## config.mk

```make
export PLATFORM = sky130hd
export DESIGN_NAME = alu_pair_sequencer_flat
export DESIGN_NICKNAME = d
export VERILOG_FILES = /design/src/rtl/alu_pair_sequencer_if.sv /design/src/rtl/alu_pair_sequencer.sv /design/src/flat_wrapper.sv
export SDC_FILE = /design/constraint.sdc
export NUM_CORES = 1
export LEC_CHECK = 0
export ABC_AREA = 1
export BUFFER_PORTS_ARGS = -buffer_cell sky130_fd_sc_hd__buf_2
export CAP_MARGIN = 20
export CORE_MARGIN = 3
export CORE_UTILIZATION = 43
export CTS_BUF_LIST = sky130_fd_sc_hd__clkbuf_4
export DETAILED_ROUTE_END_ITERATION = 10
export HOLD_SLACK_MARGIN = 0.12
export PLACE_DENSITY = 0.7
export SYNTH_ARGS = -nofsm -noshare
export SYNTH_HDL_FRONTEND = slang
export SYNTH_SLANG_ARGS = --single-unit
```

## constraint.sdc

```tcl
create_clock -name clk -period 2.65 [get_ports clk]
set_clock_uncertainty 0.2 [all_clocks]
set_input_delay 0.3975 -clock clk [delete_from_list [all_inputs] [get_ports clk]]
set_output_delay 0.3975 -clock clk [all_outputs]
set_load 0.02 [all_outputs]
```

## src/rtl/alu_pair_sequencer_if.sv

```systemverilog
// Handshake and Alu-side bundle for alu_pair_sequencer.
// slave: the sequencer; master: upstream issue, Alu and writeback side.
interface alu_pair_sequencer_if #(
    parameter int WORD_WIDTH = 32
);
    logic                  in_valid;
    logic                  in_ready;
    logic [3:0]            in_oper;
    logic                  in_pair;
    logic                  in_flags_wr;
    logic [WORD_WIDTH-1:0] in_a_lo;
    logic [WORD_WIDTH-1:0] in_a_hi;
    logic [WORD_WIDTH-1:0] in_b_lo;
    logic [WORD_WIDTH-1:0] in_b_hi;

    logic [3:0]            alu_oper;
    logic [WORD_WIDTH-1:0] alu_a;
    logic [WORD_WIDTH-1:0] alu_b;
    logic [3:0]            alu_flags;
    logic [WORD_WIDTH-1:0] alu_res;
    logic [3:0]            alu_res_flags;

    logic                  out_valid;
    logic                  out_ready;
    logic [WORD_WIDTH-1:0] out_lo;
    logic [WORD_WIDTH-1:0] out_hi;
    logic [3:0]            out_flags;
    logic [3:0]            flags;

    modport slave (
        input  in_valid, in_oper, in_pair, in_flags_wr,
        input  in_a_lo, in_a_hi, in_b_lo, in_b_hi,
        input  alu_res, alu_res_flags, out_ready,
        output in_ready, alu_oper, alu_a, alu_b, alu_flags,
        output out_valid, out_lo, out_hi, out_flags, flags
    );

    modport master (
        output in_valid, in_oper, in_pair, in_flags_wr,
        output in_a_lo, in_a_hi, in_b_lo, in_b_hi,
        output alu_res, alu_res_flags, out_ready,
        input  in_ready, alu_oper, alu_a, alu_b, alu_flags,
        input  out_valid, out_lo, out_hi, out_flags, flags
    );
endinterface

```

## src/rtl/alu_pair_sequencer.sv

```systemverilog
// Issue stage ahead of Alu: owns N/V/Z/C flags, splits 64-bit pair ops into lo/hi passes.
// Ports: clk, rst_n (async low), bus (slave: request in, Alu drive/return, result out).
module alu_pair_sequencer #(
    parameter int WORD_WIDTH = 32
) (
    input logic                 clk,
    input logic                 rst_n,
    alu_pair_sequencer_if.slave bus
);
    typedef enum logic [1:0] {
        S_IDLE,
        S_LO,
        S_HI,
        S_DONE
    } state_t;

    localparam logic [3:0] OP_ADD = 4'd0;
    localparam logic [3:0] OP_ADC = 4'd1;
    localparam logic [3:0] OP_SUB = 4'd2;
    localparam logic [3:0] OP_SBC = 4'd3;
    localparam logic [3:0] OP_AND = 4'd6;
    localparam logic [3:0] OP_OR  = 4'd7;
    localparam logic [3:0] OP_XOR = 4'd8;

    state_t                r_state;
    logic                  r_in_ready;
    logic                  r_out_valid;
    logic [3:0]            r_oper;
    logic                  r_pair;
    logic                  r_flags_wr;
    logic [WORD_WIDTH-1:0] r_a_hi;
    logic [WORD_WIDTH-1:0] r_b_hi;
    logic                  r_tmp_z;
    logic [3:0]            r_flags;
    logic [WORD_WIDTH-1:0] r_out_lo;
    logic [WORD_WIDTH-1:0] r_out_hi;
    logic [3:0]            r_out_flags;
    logic [3:0]            r_alu_oper;
    logic [WORD_WIDTH-1:0] r_alu_a;
    logic [WORD_WIDTH-1:0] r_alu_b;
    logic [3:0]            r_alu_flags;

    logic                  w_pair_ok;
    logic [3:0]            w_hi_oper;
    logic [3:0]            w_done_flags;

    always_comb begin
        w_pair_ok = 1'b0;
        unique case (bus.in_oper)
            OP_ADD, OP_SUB, OP_AND, OP_OR, OP_XOR: w_pair_ok = 1'b1;
            default:                               w_pair_ok = 1'b0;
        endcase
    end

    // High pass chains the low pass carry/borrow.
    always_comb begin
        w_hi_oper = r_oper;
        unique case (r_oper)
            OP_ADD:  w_hi_oper = OP_ADC;
            OP_SUB:  w_hi_oper = OP_SBC;
            default: w_hi_oper = r_oper;
        endcase
    end

    // Pair result is zero only if both halves were zero.
    assign w_done_flags = (r_state == S_HI) ?
        {bus.alu_res_flags[3:2], bus.alu_res_flags[1] & r_tmp_z, bus.alu_res_flags[0]} :
        bus.alu_res_flags;

    always_ff @(posedge clk or negedge rst_n) begin
        if (!rst_n) begin
            r_state     <= S_IDLE;
            r_in_ready  <= 1'b1;
            r_out_valid <= 1'b0;
            r_oper      <= '0;
            r_pair      <= 1'b0;
            r_flags_wr  <= 1'b0;
            r_a_hi      <= '0;
            r_b_hi      <= '0;
            r_tmp_z     <= 1'b0;
            r_flags     <= '0;
            r_out_lo    <= '0;
            r_out_hi    <= '0;
            r_out_flags <= '0;
            r_alu_oper  <= '0;
            r_alu_a     <= '0;
            r_alu_b     <= '0;
            r_alu_flags <= '0;
        end else begin
            unique case (r_state)
                S_IDLE: begin
                    if (bus.in_valid) begin
                        r_oper      <= bus.in_oper;
                        r_pair      <= bus.in_pair & w_pair_ok;
                        r_flags_wr  <= bus.in_flags_wr;
                        r_a_hi      <= bus.in_a_hi;
                        r_b_hi      <= bus.in_b_hi;
                        r_alu_oper  <= bus.in_oper;
                        r_alu_a     <= bus.in_a_lo;
                        r_alu_b     <= bus.in_b_lo;
                        r_alu_flags <= r_flags;
                        r_in_ready  <= 1'b0;
                        r_state     <= S_LO;
                    end
                end
                S_LO, S_HI: begin
                    if (r_state == S_LO) begin
                        r_out_lo <= bus.alu_res;
                        r_tmp_z  <= bus.alu_res_flags[1];
                    end else begin
                        r_out_hi <= bus.alu_res;
                    end
                    if (r_state == S_LO && r_pair) begin
                        r_alu_oper  <= w_hi_oper;
                        r_alu_a     <= r_a_hi;
                        r_alu_b     <= r_b_hi;
                        r_alu_flags <= bus.alu_res_flags;
                        r_state     <= S_HI;
                    end else begin
                        if (r_state == S_LO) begin
                            r_out_hi <= '0;
                        end
                        r_out_flags <= w_done_flags;
                        r_out_valid <= 1'b1;
                        r_alu_oper  <= '0;
                        r_alu_a     <= '0;
                        r_alu_b     <= '0;
                        if (r_flags_wr) begin
                            r_flags     <= w_done_flags;
                            r_alu_flags <= w_done_flags;
                        end else begin
                            r_alu_flags <= r_flags;
                        end
                        r_state <= S_DONE;
                    end
                end
                S_DONE: begin
                    if (bus.out_ready) begin
                        r_out_valid <= 1'b0;
                        r_in_ready  <= 1'b1;
                        r_state     <= S_IDLE;
                    end
                end
                default: r_state <= S_IDLE;
            endcase
        end
    end

    assign bus.in_ready  = r_in_ready;
    assign bus.out_valid = r_out_valid;
    assign bus.out_lo    = r_out_lo;
    assign bus.out_hi    = r_out_hi;
    assign bus.out_flags = r_out_flags;
    assign bus.flags     = r_flags;
    assign bus.alu_oper  = r_alu_oper;
    assign bus.alu_a     = r_alu_a;
    assign bus.alu_b     = r_alu_b;
    assign bus.alu_flags = r_alu_flags;
endmodule
```

## src/flat_wrapper.sv

```systemverilog
// flat-port wrapper written by rule: the top's interface ports become plain ports
module alu_pair_sequencer_flat 
#(
    parameter int WORD_WIDTH = 32
)
  (clk, rst_n, bus_in_valid, bus_in_oper, bus_in_pair, bus_in_flags_wr, bus_in_a_lo, bus_in_a_hi, bus_in_b_lo, bus_in_b_hi, bus_alu_res, bus_alu_res_flags, bus_out_ready, bus_in_ready, bus_alu_oper, bus_alu_a, bus_alu_b, bus_alu_flags, bus_out_valid, bus_out_lo, bus_out_hi, bus_out_flags, bus_flags);
  alu_pair_sequencer_if #(.WORD_WIDTH(WORD_WIDTH)) bus_i ();
  input logic clk;
  input logic rst_n;
  input wire logic [$bits(bus_i.in_valid)-1:0] bus_in_valid;
  input wire logic [$bits(bus_i.in_oper)-1:0] bus_in_oper;
  input wire logic [$bits(bus_i.in_pair)-1:0] bus_in_pair;
  input wire logic [$bits(bus_i.in_flags_wr)-1:0] bus_in_flags_wr;
  input wire logic [$bits(bus_i.in_a_lo)-1:0] bus_in_a_lo;
  input wire logic [$bits(bus_i.in_a_hi)-1:0] bus_in_a_hi;
  input wire logic [$bits(bus_i.in_b_lo)-1:0] bus_in_b_lo;
  input wire logic [$bits(bus_i.in_b_hi)-1:0] bus_in_b_hi;
  input wire logic [$bits(bus_i.alu_res)-1:0] bus_alu_res;
  input wire logic [$bits(bus_i.alu_res_flags)-1:0] bus_alu_res_flags;
  input wire logic [$bits(bus_i.out_ready)-1:0] bus_out_ready;
  output wire logic [$bits(bus_i.in_ready)-1:0] bus_in_ready;
  output wire logic [$bits(bus_i.alu_oper)-1:0] bus_alu_oper;
  output wire logic [$bits(bus_i.alu_a)-1:0] bus_alu_a;
  output wire logic [$bits(bus_i.alu_b)-1:0] bus_alu_b;
  output wire logic [$bits(bus_i.alu_flags)-1:0] bus_alu_flags;
  output wire logic [$bits(bus_i.out_valid)-1:0] bus_out_valid;
  output wire logic [$bits(bus_i.out_lo)-1:0] bus_out_lo;
  output wire logic [$bits(bus_i.out_hi)-1:0] bus_out_hi;
  output wire logic [$bits(bus_i.out_flags)-1:0] bus_out_flags;
  output wire logic [$bits(bus_i.flags)-1:0] bus_flags;
  assign bus_i.in_valid = bus_in_valid;
  assign bus_i.in_oper = bus_in_oper;
  assign bus_i.in_pair = bus_in_pair;
  assign bus_i.in_flags_wr = bus_in_flags_wr;
  assign bus_i.in_a_lo = bus_in_a_lo;
  assign bus_i.in_a_hi = bus_in_a_hi;
  assign bus_i.in_b_lo = bus_in_b_lo;
  assign bus_i.in_b_hi = bus_in_b_hi;
  assign bus_i.alu_res = bus_alu_res;
  assign bus_i.alu_res_flags = bus_alu_res_flags;
  assign bus_i.out_ready = bus_out_ready;
  assign bus_in_ready = bus_i.in_ready;
  assign bus_alu_oper = bus_i.alu_oper;
  assign bus_alu_a = bus_i.alu_a;
  assign bus_alu_b = bus_i.alu_b;
  assign bus_alu_flags = bus_i.alu_flags;
  assign bus_out_valid = bus_i.out_valid;
  assign bus_out_lo = bus_i.out_lo;
  assign bus_out_hi = bus_i.out_hi;
  assign bus_out_flags = bus_i.out_flags;
  assign bus_flags = bus_i.flags;
  alu_pair_sequencer #(.WORD_WIDTH(WORD_WIDTH)) u_core (.clk(clk), .rst_n(rst_n), .bus(bus_i));
endmodule
```

Word level (Yosys, flattened, before mapping)
Cells that the tools add are included.

word-level totals
  flip-flop bits (word level) = 219

cells by class
  reductions and logical operators = 16
  muxes and demuxes = 29
  equal/unequal tests = 11
  bitwise gates (word level) = 3

operators with widths
  kind                  number
  $mux W32              7
  $pmux W32 S2          2
  $pmux W4 S2           3
  $mux W4               5
  $reduce_and A2 Y1     5
  $eq A4 B2 Y1 const B  2
  $eq A4 B3 Y1 const B  2
  $logic_not A4 Y1      2
  $mux W1               6
  $mux W2               3
  $ne A2 B2 Y1 const B  3
  $pmux W2 S3           1
  $reduce_and A3 Y1     2
  $reduce_bool A2 Y1    3
  $reduce_or A5 Y1      1
  $eq A2 B2 Y1 const B  2
  $eq A4 B4 Y1 const B  1
  $pmux W1 S2           2
  $and A1 B1 Y1         2
  $eq A2 B1 Y1 const B  1
  $logic_not A2 Y1      1
  $reduce_or A2 Y1      1
  $logic_and A1 B1 Y1   1
  $not A1 Y1            1

Depth between registers and ports, before layout
Gate-level depths: netlist (run 1).

  depth after elaboration = 5
  mapped depth = 11
  mapped depth without buffers = 9

Least setup slack after synthesis (run 1)
No wires, ideal clock.

  path kind = register to register
  start point = register u_core.r_state[0]
  end point = register u_core.r_alu_flags[0], in the netlist u_core.bus.alu_flags[0]
  stages on the path, launching flop included = 11
  library setup time = 0.113 ns
  setup slack = 0.917 ns
  arrival time = 1.420 ns
  data required time = 2.337 ns
  period minus slack after synthesis = 1.733 ns
  cell sequence = dfrtp_1 > inv_1 > ha_1 > buf_6 > inv_4 > nand2_4 > nand2_8 > inv_6 > or2_1 > nand2_1 > inv_1

between the ends
  longest elaborated chain between the ends = 4
  elaborated cells between the ends (all ways) = 10
  those cells by class = eq/ne (3); mux (2); reduce/logical (5)

RTL lines
  item                                                            RTL line                                             source
  from (decl)                                                     alu_pair_sequencer.sv:25                             state_t r_state;
  from (signal assigned)                                          alu_pair_sequencer.sv:72                             r_state <= S_IDLE;
  from (signal assigned)                                          alu_pair_sequencer.sv:103                            r_state <= S_LO;
  from (signal assigned)                                          alu_pair_sequencer.sv:118                            r_state <= S_HI;
  $eq A2 B1 Y1 / $eq A2 B2 Y1 (equally long branches)             alu_pair_sequencer.sv:90, alu_pair_sequencer.sv:113
  $logic_and A1 B1 Y1 / $reduce_or A2 Y1 (equally long branches)  alu_pair_sequencer.sv:113, alu_pair_sequencer.sv:90
  $mux W4 / $reduce_bool A2 Y1 (equally long branches)            --
  $pmux W4 S2 / $reduce_and A2 Y1 (equally long branches)         --
  to (signal assigned)                                            alu_pair_sequencer.sv:101                            r_alu_flags <= r_flags;
  to (signal assigned)                                            alu_pair_sequencer.sv:117                            r_alu_flags <= bus.alu_res_flags;
  to (signal assigned)                                            alu_pair_sequencer.sv:130                            r_alu_flags <= w_done_flags;
  to (decl)                                                       alu_pair_sequencer.sv:41                             logic [3:0] r_alu_flags;

Several ways; a longest one is shown, not always the timed one.
A chain may end at the register's enable or synchronous reset.

Final worst setup path (run 1)
  start point = register u_core.r_state[0]
  end point = register u_core.r_in_ready, in the netlist u_core.bus.in_ready

between the ends
  longest elaborated chain between the ends = 3
  elaborated cells between the ends (all ways) = 7
  those cells by class = eq/ne (3); mux (1); reduce/logical (3)

RTL lines
  item                                                                 RTL line                   source
  $eq A2 B2 Y1 / $logic_not A2 Y1 (equally long branches)              alu_pair_sequencer.sv:90   unique case (r_state)
  $ne A2 B2 Y1 (no line) / $reduce_bool A2 Y1 (equally long branches)  --
  $reduce_and A3 Y1 (no line)                                          --
  to (signal assigned)                                                 alu_pair_sequencer.sv:73   r_in_ready <= 1'b1;
  to (signal assigned)                                                 alu_pair_sequencer.sv:102  r_in_ready <= 1'b0;
  to (signal assigned)                                                 alu_pair_sequencer.sv:140  r_in_ready <= 1'b1;
  to (decl)                                                            alu_pair_sequencer.sv:26   logic r_in_ready;

Several ways; a longest one is shown, not always the timed one.

==> reports/metrics.cfg, run 1 <==
[power_and_ir_drop]
power.density_mw_per_mm2=1310
p_leak_nw=6.99
swShare=0.461
vdd_drop_max_mv=0.647
p_int_mw=9.44
netSwitchingPower_mw=8.06
p_total_mw=17.5
p_comb_frac=0.501
pwr-share-seq=0.340
clockPowerShare=0.160

[clock_tree]
clk_latency_ns=0.66
clockRootBuffer=clkbuf_4
htreeDepth=2
clock_sinks=219
clk_pin_slew_ns=0.06
clockBufferDepth=3
cts_buffers=57
cts_tree=done
postCtsSetupRepairBufs=0

[worst_setup_path]
worstSetupPathType=reg2reg
worstSetupEndpointType=flop
ff2ff_setup_slack_ns=0.27
critPathLaunchType=flop
arrival_ns=2.75
worst_ep_required_time_ns=3.02
rr_endpoint=u_core.bus.in_ready
rr_startpoint=u_core.r_state[0]
worstPathMaxFanout=26
reg2reg_depth=9

[placement]
hpwl_um=17500
portBuffers=319
gp_congestion=0.844

[timing]
hold_violations=0
finalCritPeriodShare=0.897
hold_slack_ns=0.269
grt_setup_unrepaired=no
slew_headroom=0.426
worst-slew-pin-transition_ns=0.860
drv_slew=0
setup_viol=0
min_period_ns=2.38
tns_ns=0
fmax_mhz=421

[yosys]
async_flop_share=1.00
syn_area_mm2=0.00900
synth_flop_cell=dfrtp_1
synthTopCellsByArea=dfrtp_1, nand2_1, a21oi_1, o21ai_0, nor2_1
synth-simple-area-share=0.205
yosys_warnings=0
synth_cell_type_count=21
synth-compound-area-share=0.120
ys_ff_latch=219
synth_top_area_share=0.606
syn_inst=1028
synthMuxAreaShare=0
synth.avg_cell_area_um2=8.76
yosysSeqAreaShare=0.609
yosysTopAreaCell=dfrtp_1
synth_xor_area_frac=0
synth_edf_count=0
syn_nets=1206
synth_most_common_cell=nand2_1
synth_commonest_cells=nand2_1, dfrtp_1, a21oi_1
synth_fa_ha_area_frac=0.00556
synth_top_family_by_area=simple AND/OR/NAND/NOR gates

[route]
drc=0
wirelength_um=29700
postRouteAntennaNets=0
viasPerCell=4.92
first_pass_iters=7
drtIter0Drc=521
num_vias=9146
wl_per_cell_um=16.0

[global_route]
grt_pass1_wl_um=46800
grt_pass1_vias=9453
grt.total_usage=0.257
grt_max_degree=74
grt_overflow=0
grt_antenna_before_repair=2

[layout]
layout.nets=1731
drive_gt1_frac=0.273
nFillCells=1628
synthToLayoutAreaGrowth_pct=48.3
multiInputGateArea_mm2=0.00298
fin_util=0.653
register_area_mm2=0.00548

[hold_path]
min_from=u_core.bus.out_hi[31]
hp-class=reg2reg
holdPathEnd=u_core.bus.out_hi[31]
holdPathStages=2

[floorplanning]
initial_core_util=0.441
row_count=52
die_w_um=151
dieArea_mm2=0.0227
ioPinCount=320
fp.dieH_um=151
core-area_mm2=0.0204

[outcome]
status=finished clean

[run]
maxCapViolCount=0

kinds of logic after synthesis:
group	count (synthesis)
flip-flops	219
AND/OR/NAND/NOR	479
buffers and inverters	111
adder cells (fa/ha/maj)	4
AO/OA/AOI/OAI	215
worst max-delay path by stage:
stage / startpoint / to / slack (ns) / cells after the start
after floorplan: u_core.r_state[0] / u_core.bus.alu_flags[0] / 0.92 / 10
after global placement: u_core.r_state[0] / u_core.r_state[0] / 0.42 / 8
after detailed placement: u_core.r_state[1] / u_core.r_state[0] / 0.37 / 8
after CTS: u_core.r_state[0] / u_core.r_a_hi[7] / 0.06 / 8
after global routing: u_core.r_state[0] / u_core.bus.in_ready / 0.09 / 9
final: u_core.r_state[0] / u_core.bus.in_ready / 0.27 / 9
power by group through the flow:
stage	Sequential, mW	Clock, mW	Combinational (mW)
floorplan	7.19	0	4.57
global placement	5.91	0	8.10
detailed placement	5.95	0	8.33
CTS	5.92	2.87	8.68
global route	6.12	3.06	9.70
finish	5.94	2.80	8.76
placed cells by master, fill, tap and decap left out:
cell             n
clkbuf_4        87
buf_6            1
buf_4           12
dfrtp_1        218
buf_2          318
dfstp_2          1
nor2_1          81
inv_4            1
inv_2            3
clkinv_2         1
or2_1            2
o21ai_0         77
buf_8            1
inv_6            1
a21oi_1        138
nand2_8          1
buf_12           4
ha_1             4
nand3_2          1
clkinv_1         5
nand4_1          1
nand3_1          5
inv_1           50
diode_2          2
dlygate4sd3_1  187
nand2_4          2
nand2_1        386
sequential cells by signal, indices dropped and copies added, names as in the netlist, 32 cells and up:
signal             cells
u_core.bus.out_lo     32
u_core.r_b_hi         32
u_core.r_a_hi         32
u_core.bus.out_hi     32
u_core.bus.alu_a      32
u_core.bus.alu_b      32
worst max-delay path, stage by stage (launching register included):
cell,delay [ns]
dfrtp_1,0.40
inv_1,0.11
ha_1,0.24
nand2_4,0.17
inv_2,0.10
buf_4,0.30
nand2_1,0.09
nand2_1,0.06
o21ai_0,0.07
dlygate4sd3_1,0.56
layout make-up:
type / instances / share of cell area
antenna: 2 / 0.000375
clock buffer: 87 / 0.0489
clock inverter: 7 / 0.00206
inverter: 54 / 0.0157
multi-input combinational: 698 / 0.223
sequential: 219 / 0.411
tap: 270 / 0.0253
timing repair buffer: 523 / 0.274
timing repair:
action                                  4_1_cts  5_1_grt
resized for setup                             0        2
hold buffers                                187        0
endpoints found under the setup margin        0       11
hold endpoints to repair                    437        0
through the flow:
step | setup WS [ns] | instances | instance area [um2]
floorplan | 0.917 | 1028 | 9000
global placement | 0.424 | 1577 | 10800
detailed placement | 0.372 | 1577 | 10800
CTS | 0.0612 | 1858 | 13300
global route | 0.0858 | 1859 | 13300
finish | 0.273 | 1860 | 13400
routing by layer:
metal,vias to the layer above,share of wire,global-route usage
met1,4295,0.39,0.308
met4,2,0.039,0.124
li1,4337,-,-
met3,101,0.074,0.0638
met2,411,0.50,0.437
met5,-,0.00024,0
Note: power is estimated with default switching activity, not from simulation.
==> inputs of run 2 (changes only) <==
Settings changed: CORE_UTILIZATION 43 to 30, PLACE_DENSITY 0.7 to 0.52.
Clock period 2.65 ns to 2.6 ns, I/O delays scaled along.
==> reports/metrics.cfg, run 2 (synthesis results as in run 1) <==
[outcome]
status=finished clean

[worst_setup_path]
worstSetupPathType=reg2reg
critPathMaxStageDelay_ns=0.56
critPathLaunchType=flop
crit_buf_inv=4
arrival_ns=2.91
worstPathMaxFanout=9
worstSetupEndpointType=flop
reg2reg_depth=8
critPathSlowestCell=dlygate4sd3_1
ff2ff_setup_slack_ns=0.1
rr_startpoint=u_core.r_state[0]
path_cells=inv_1 -> ha_1 -> nand2_2 -> inv_4 -> nand2_1 -> dlygate4sd3_1 -> nand2_1 -> dlygate4sd3_1
cp_top_family=buffers and inverters
worst_ep_required_time_ns=3.00
rr_endpoint=u_core.r_b_hi[27]

[clock_tree]
clockRootBuffer=clkbuf_4
cts_tree=done
clk_latency_ns=0.68
htreeDepth=2
clk_pin_slew_ns=0.07
clockBufferDepth=3
postCtsSetupRepairBufs=0
cts_buffers=61
clock_sinks=219

[timing]
min_period_ns=2.50
grt_setup_unrepaired=no
tns_ns=0
hold_violations=0
slew_headroom=0.560
finalCritPeriodShare=0.963
drv_slew=0
fmax_mhz=399
worst-slew-pin-transition_ns=0.657
setup_viol=0

[route]
drc=0
postRouteAntennaNets=0
wl_per_cell_um=15.2
num_vias=9231
first_pass_iters=5
wirelength_um=31000
drtIter0Drc=509
viasPerCell=4.51

[floorplanning]
row_count=62
core-area_mm2=0.0292
ioPinCount=320
initial_core_util=0.309
die_w_um=179
dieArea_mm2=0.0321
fp.dieH_um=179

[global_route]
grt_max_degree=75
grt.total_usage=0.190
grt_antenna_before_repair=2
grt_overflow=0
grt_pass1_vias=9610
grt_pass1_wl_um=48700

[run]
maxCapViolCount=0

[layout]
drive_gt1_frac=0.263
final_cell_mix=nand2_1, buf_2, dlygate4sd3_1, dfrtp_1, a21oi_1
nFillCells=2888
multiInputGateArea_mm2=0.00297
synthToLayoutAreaGrowth_pct=57.9
layout.nets=1798
layout_commonest_cell=nand2_1
register_area_mm2=0.00548

[placement]
hpwl_um=18500
portBuffers=319
gp_congestion=0.761

[power_and_ir_drop]
p_leak_nw=7.33
p_total_mw=18.7
vdd_drop_max_mv=1.16
power.density_mw_per_mm2=1320

[hold_path]
min_from=u_core.bus.out_hi[31]
holdPathEnd=u_core.bus.out_hi[31]
holdPathStages=2
hp-class=reg2reg

run 2: changes by cell type in the layout (fill, tap and decap cells not counted):
cell	previous run	this run
dlygate4sd3_1	187	248
clkinv_1	5	14
buf_12	4	9
buf_4	12	10
inv_2	3	1
buf_6	1	0
clkbuf_4	87	88
clkinv_2	1	2
diode_2	2	1
inv_4	1	2
nand2_2	0	1
nand2_4	2	1
run 2: how the worst max path moves through the flow:
| stage | startpoint | end | slack, ns | depth (start not counted) |
|---|---|---|---|---|
| floorplan | u_core.r_state[0] | u_core.bus.alu_flags[0] | 0.87 | 10 |
| global placement | u_core.r_state[1] | u_core.bus.alu_b[14] | 0.54 | 9 |
| detailed placement | u_core.r_state[0] | u_core.bus.alu_b[21] | 0.46 | 9 |
| CTS | u_core.r_state[0] | u_core.r_b_hi[27] | 0.07 | 8 |
| global route | u_core.r_state[0] | u_core.r_b_hi[26] | 0.005 | 8 |
| finish | u_core.r_state[0] | u_core.r_b_hi[27] | 0.1 | 8 |
run 2: repair_timing:
| item | in CTS | in global routing |
|---|---|---|
| gates resized for setup | 0 | 1 |
| setup endpoints to repair | 0 | 6 |
| hold buffers | 247 | 2 |
| endpoints found under the hold margin | 438 | 29 |
run 2: report_power, final:
| part | internal (mW) | total [mW] | switching, mW |
|---|---|---|---|
| Clock | 1.53 | 2.99 | 1.46 |
| Combinational | 3.59 | 9.68 | 6.09 |
| Sequential | 5.15 | 6.06 | 0.910 |
| Total | 10.3 | 18.7 | 8.46 |
run 2: worst min-delay path, stage by stage, from the launching register on:
cell     delay [ns]
dfrtp_1        0.34
nand2_1        0.05
nand2_1        0.05
run 2: area by class of cell:
class | count | share of cell area
flip-flops and latches | 219 | 0.386
repair buffers | 586 | 0.306
diodes | 1 | 0.000176
clock buffers | 88 | 0.0465
inverters | 54 | 0.0150
multi-input cells | 698 | 0.209
well taps | 384 | 0.0338
clock inverters | 16 | 0.00440
run 2: per-layer routing:
layer	vias up	GRT usage	share of wire	wire, um
met5	-	0	0.00029	9
met4	2	0.101	0.047	1460
met3	107	0.0404	0.064	1970
met2	322	0.314	0.48	15000
met1	4311	0.233	0.41	12600
li1	4489	-	-	-
run 2: per-stage QoR:
| step | instances | setup slack [ns] | instance area, um2 | util | hold slack (ns) |
|---|---|---|---|---|---|
| final | 2046 | 0.0960 | 14200 | 0.487 | 0.273 |
| after global routing | 2046 | 0.00494 | 14200 | 0.487 | 0.274 |
| after CTS | 2043 | 0.0656 | 14200 | 0.486 | 0.0748 |
| after detailed placement | 1692 | 0.456 | 11000 | 0.377 | 0.257 |
| after global placement | 1692 | 0.538 | 11000 | 0.377 | 0.254 |
| after floorplan | 1028 | 0.867 | 9000 | - | -0.106 |
==> inputs of run 3 (changes only) <==
Settings changed: REMOVE_ABC_BUFFERS from default to 1, SLEW_MARGIN from default to 5.
==> reports/metrics.cfg, run 3 (synthesis results as in run 1) <==
[floorplanning]
ioPinCount=320
die_w_um=179
fp.dieH_um=179
core-area_mm2=0.0292
dieArea_mm2=0.0321
initial_core_util=0.309
row_count=62

[worst_setup_path]
reg2reg_depth=8
arrival_ns=2.79
path_cells=inv_1 -> ha_1 -> nand2_2 -> inv_2 -> buf_12 -> nand2_1 -> nand2_1 -> dlygate4sd3_1
worstSetupPathType=reg2reg
critPathMaxStageDelay_ns=0.57
cp_common_cell=nand2_1
critPathSlowestCell=dlygate4sd3_1
worst_ep_required_time_ns=2.98
rr_startpoint=u_core.r_state[1]
ff2ff_setup_slack_ns=0.19
worstPathMaxFanout=40
rr_endpoint=u_core.r_b_hi[22]
critPathLaunchType=flop
worstSetupEndpointType=flop

[clock_tree]
ctsHoldBuffers=242
cts_resized=0
htreeDepth=2
postCtsSetupRepairBufs=0
clk_latency_ns=0.66
cts_tree=done
clockBufferDepth=3
clock_sinks=219
clockRootBuffer=clkbuf_4
cts_buffers=59
clk_pin_slew_ns=0.07

[route]
first_pass_iters=5
wirelength_um=31600
drtIter0Drc=409
viasPerCell=4.52
wl_per_cell_um=15.5
num_vias=9225
drc=0
postRouteAntennaNets=0

[layout]
layout.nets=1790
layout_commonest_cell=nand2_1
fin_util=0.487
nFillCells=2866
fin_cells=2039
synthToLayoutAreaGrowth_pct=57.9
final_cell_mix=nand2_1, buf_2, dlygate4sd3_1, dfrtp_1, a21oi_1
drive_gt1_frac=0.267

[global_route]
grt.total_usage=0.195
grt_antenna_before_repair=1
grt_max_degree=73
grt_pass1_wl_um=49700
grt_overflow=0
grt_pass1_vias=9700

[hold_path]
hp-class=reg2reg
min_from=u_core.bus.out_hi[31]
holdPathEnd=u_core.bus.out_hi[31]
holdPathStages=2

[placement]
gp_congestion=0.772
pre_cts_ws_ns=0.377
portBuffers=319
hpwl_um=19300
dp_cells=1693

[run]
maxCapViolCount=0

[timing]
min_period_ns=2.41
slew_headroom=0.598
hold_slack_ns=0.275
drv_slew=0
setup_slack_ns=0.190
hold_violations=0
finalCritPeriodShare=0.927
worst-slew-pin-transition_ns=0.603
setup_viol=0
fmax_mhz=415
grt_setup_unrepaired=no

[power_and_ir_drop]
power.density_mw_per_mm2=1320
vdd_drop_max_mv=0.699
p_total_mw=18.8
p_leak_nw=7.31

[outcome]
status=finished clean

-- run 3: worst max-delay path by stage --
stage                                        end         startpoint  cells after the start
after floorplan                u_core.r_flags_wr  u_core.r_state[0]                      5
after global placement    u_core.bus.alu_oper[3]  u_core.r_state[1]                      9
after detailed placement     u_core.bus.alu_a[6]  u_core.r_state[0]                      9
after CTS                      u_core.r_b_hi[29]  u_core.r_state[1]                      8
after global routing           u_core.r_a_hi[22]  u_core.r_state[1]                      8
final                          u_core.r_b_hi[22]  u_core.r_state[1]                      8
-- run 3: report_power, final --
part	internal [mW]	switching [mW]	total, mW
Clock	1.69	1.42	3.10
Combinational	3.53	6.10	9.63
Sequential	5.15	0.927	6.08
-- run 3: critical path: cells and delay by family (launching register included) --
family                     cells  cell delay [ns]
DFF                            1             0.41
and+or+nand+nor                3             0.28
buffers and inverters          4             1.21
adders and majority gates      1             0.21
-- run 3: per-layer routing --
| metal | share of wire | GRT usage | routed length (um) | vias up |
|---|---|---|---|---|
| li1 | - | - | - | 4449 |
| met1 | 0.41 | 0.234 | 12900 | 4357 |
| met2 | 0.50 | 0.339 | 15800 | 334 |
| met5 | 0 | 0 | 0 | - |
| met4 | 0.033 | 0.0793 | 1050 | 0 |
| met3 | 0.059 | 0.0388 | 1870 | 85 |
-- run 3: area by class of cell --
cell class / count / area (um2) / share of cell area
diodes: 1 / 2.50 / 0.000176
clock buffers: 92 / 691 / 0.0486
clock inverters: 11 / 68.8 / 0.00484
inverters: 54 / 210 / 0.0148
multi-input cells: 698 / 2970 / 0.209
flip-flops and latches: 219 / 5480 / 0.386
well taps: 384 / 480 / 0.0338
repair buffers: 580 / 4310 / 0.303
-- run 3: metrics by stage --
step	instance area, um2	TNS, ns
3_3_place_gp	11000	0
3_5_place_dp	11000	0
2_1_floorplan	8660	-29.76
5_1_grt	14200	0
6_report	14200	0
4_1_cts	14200	0
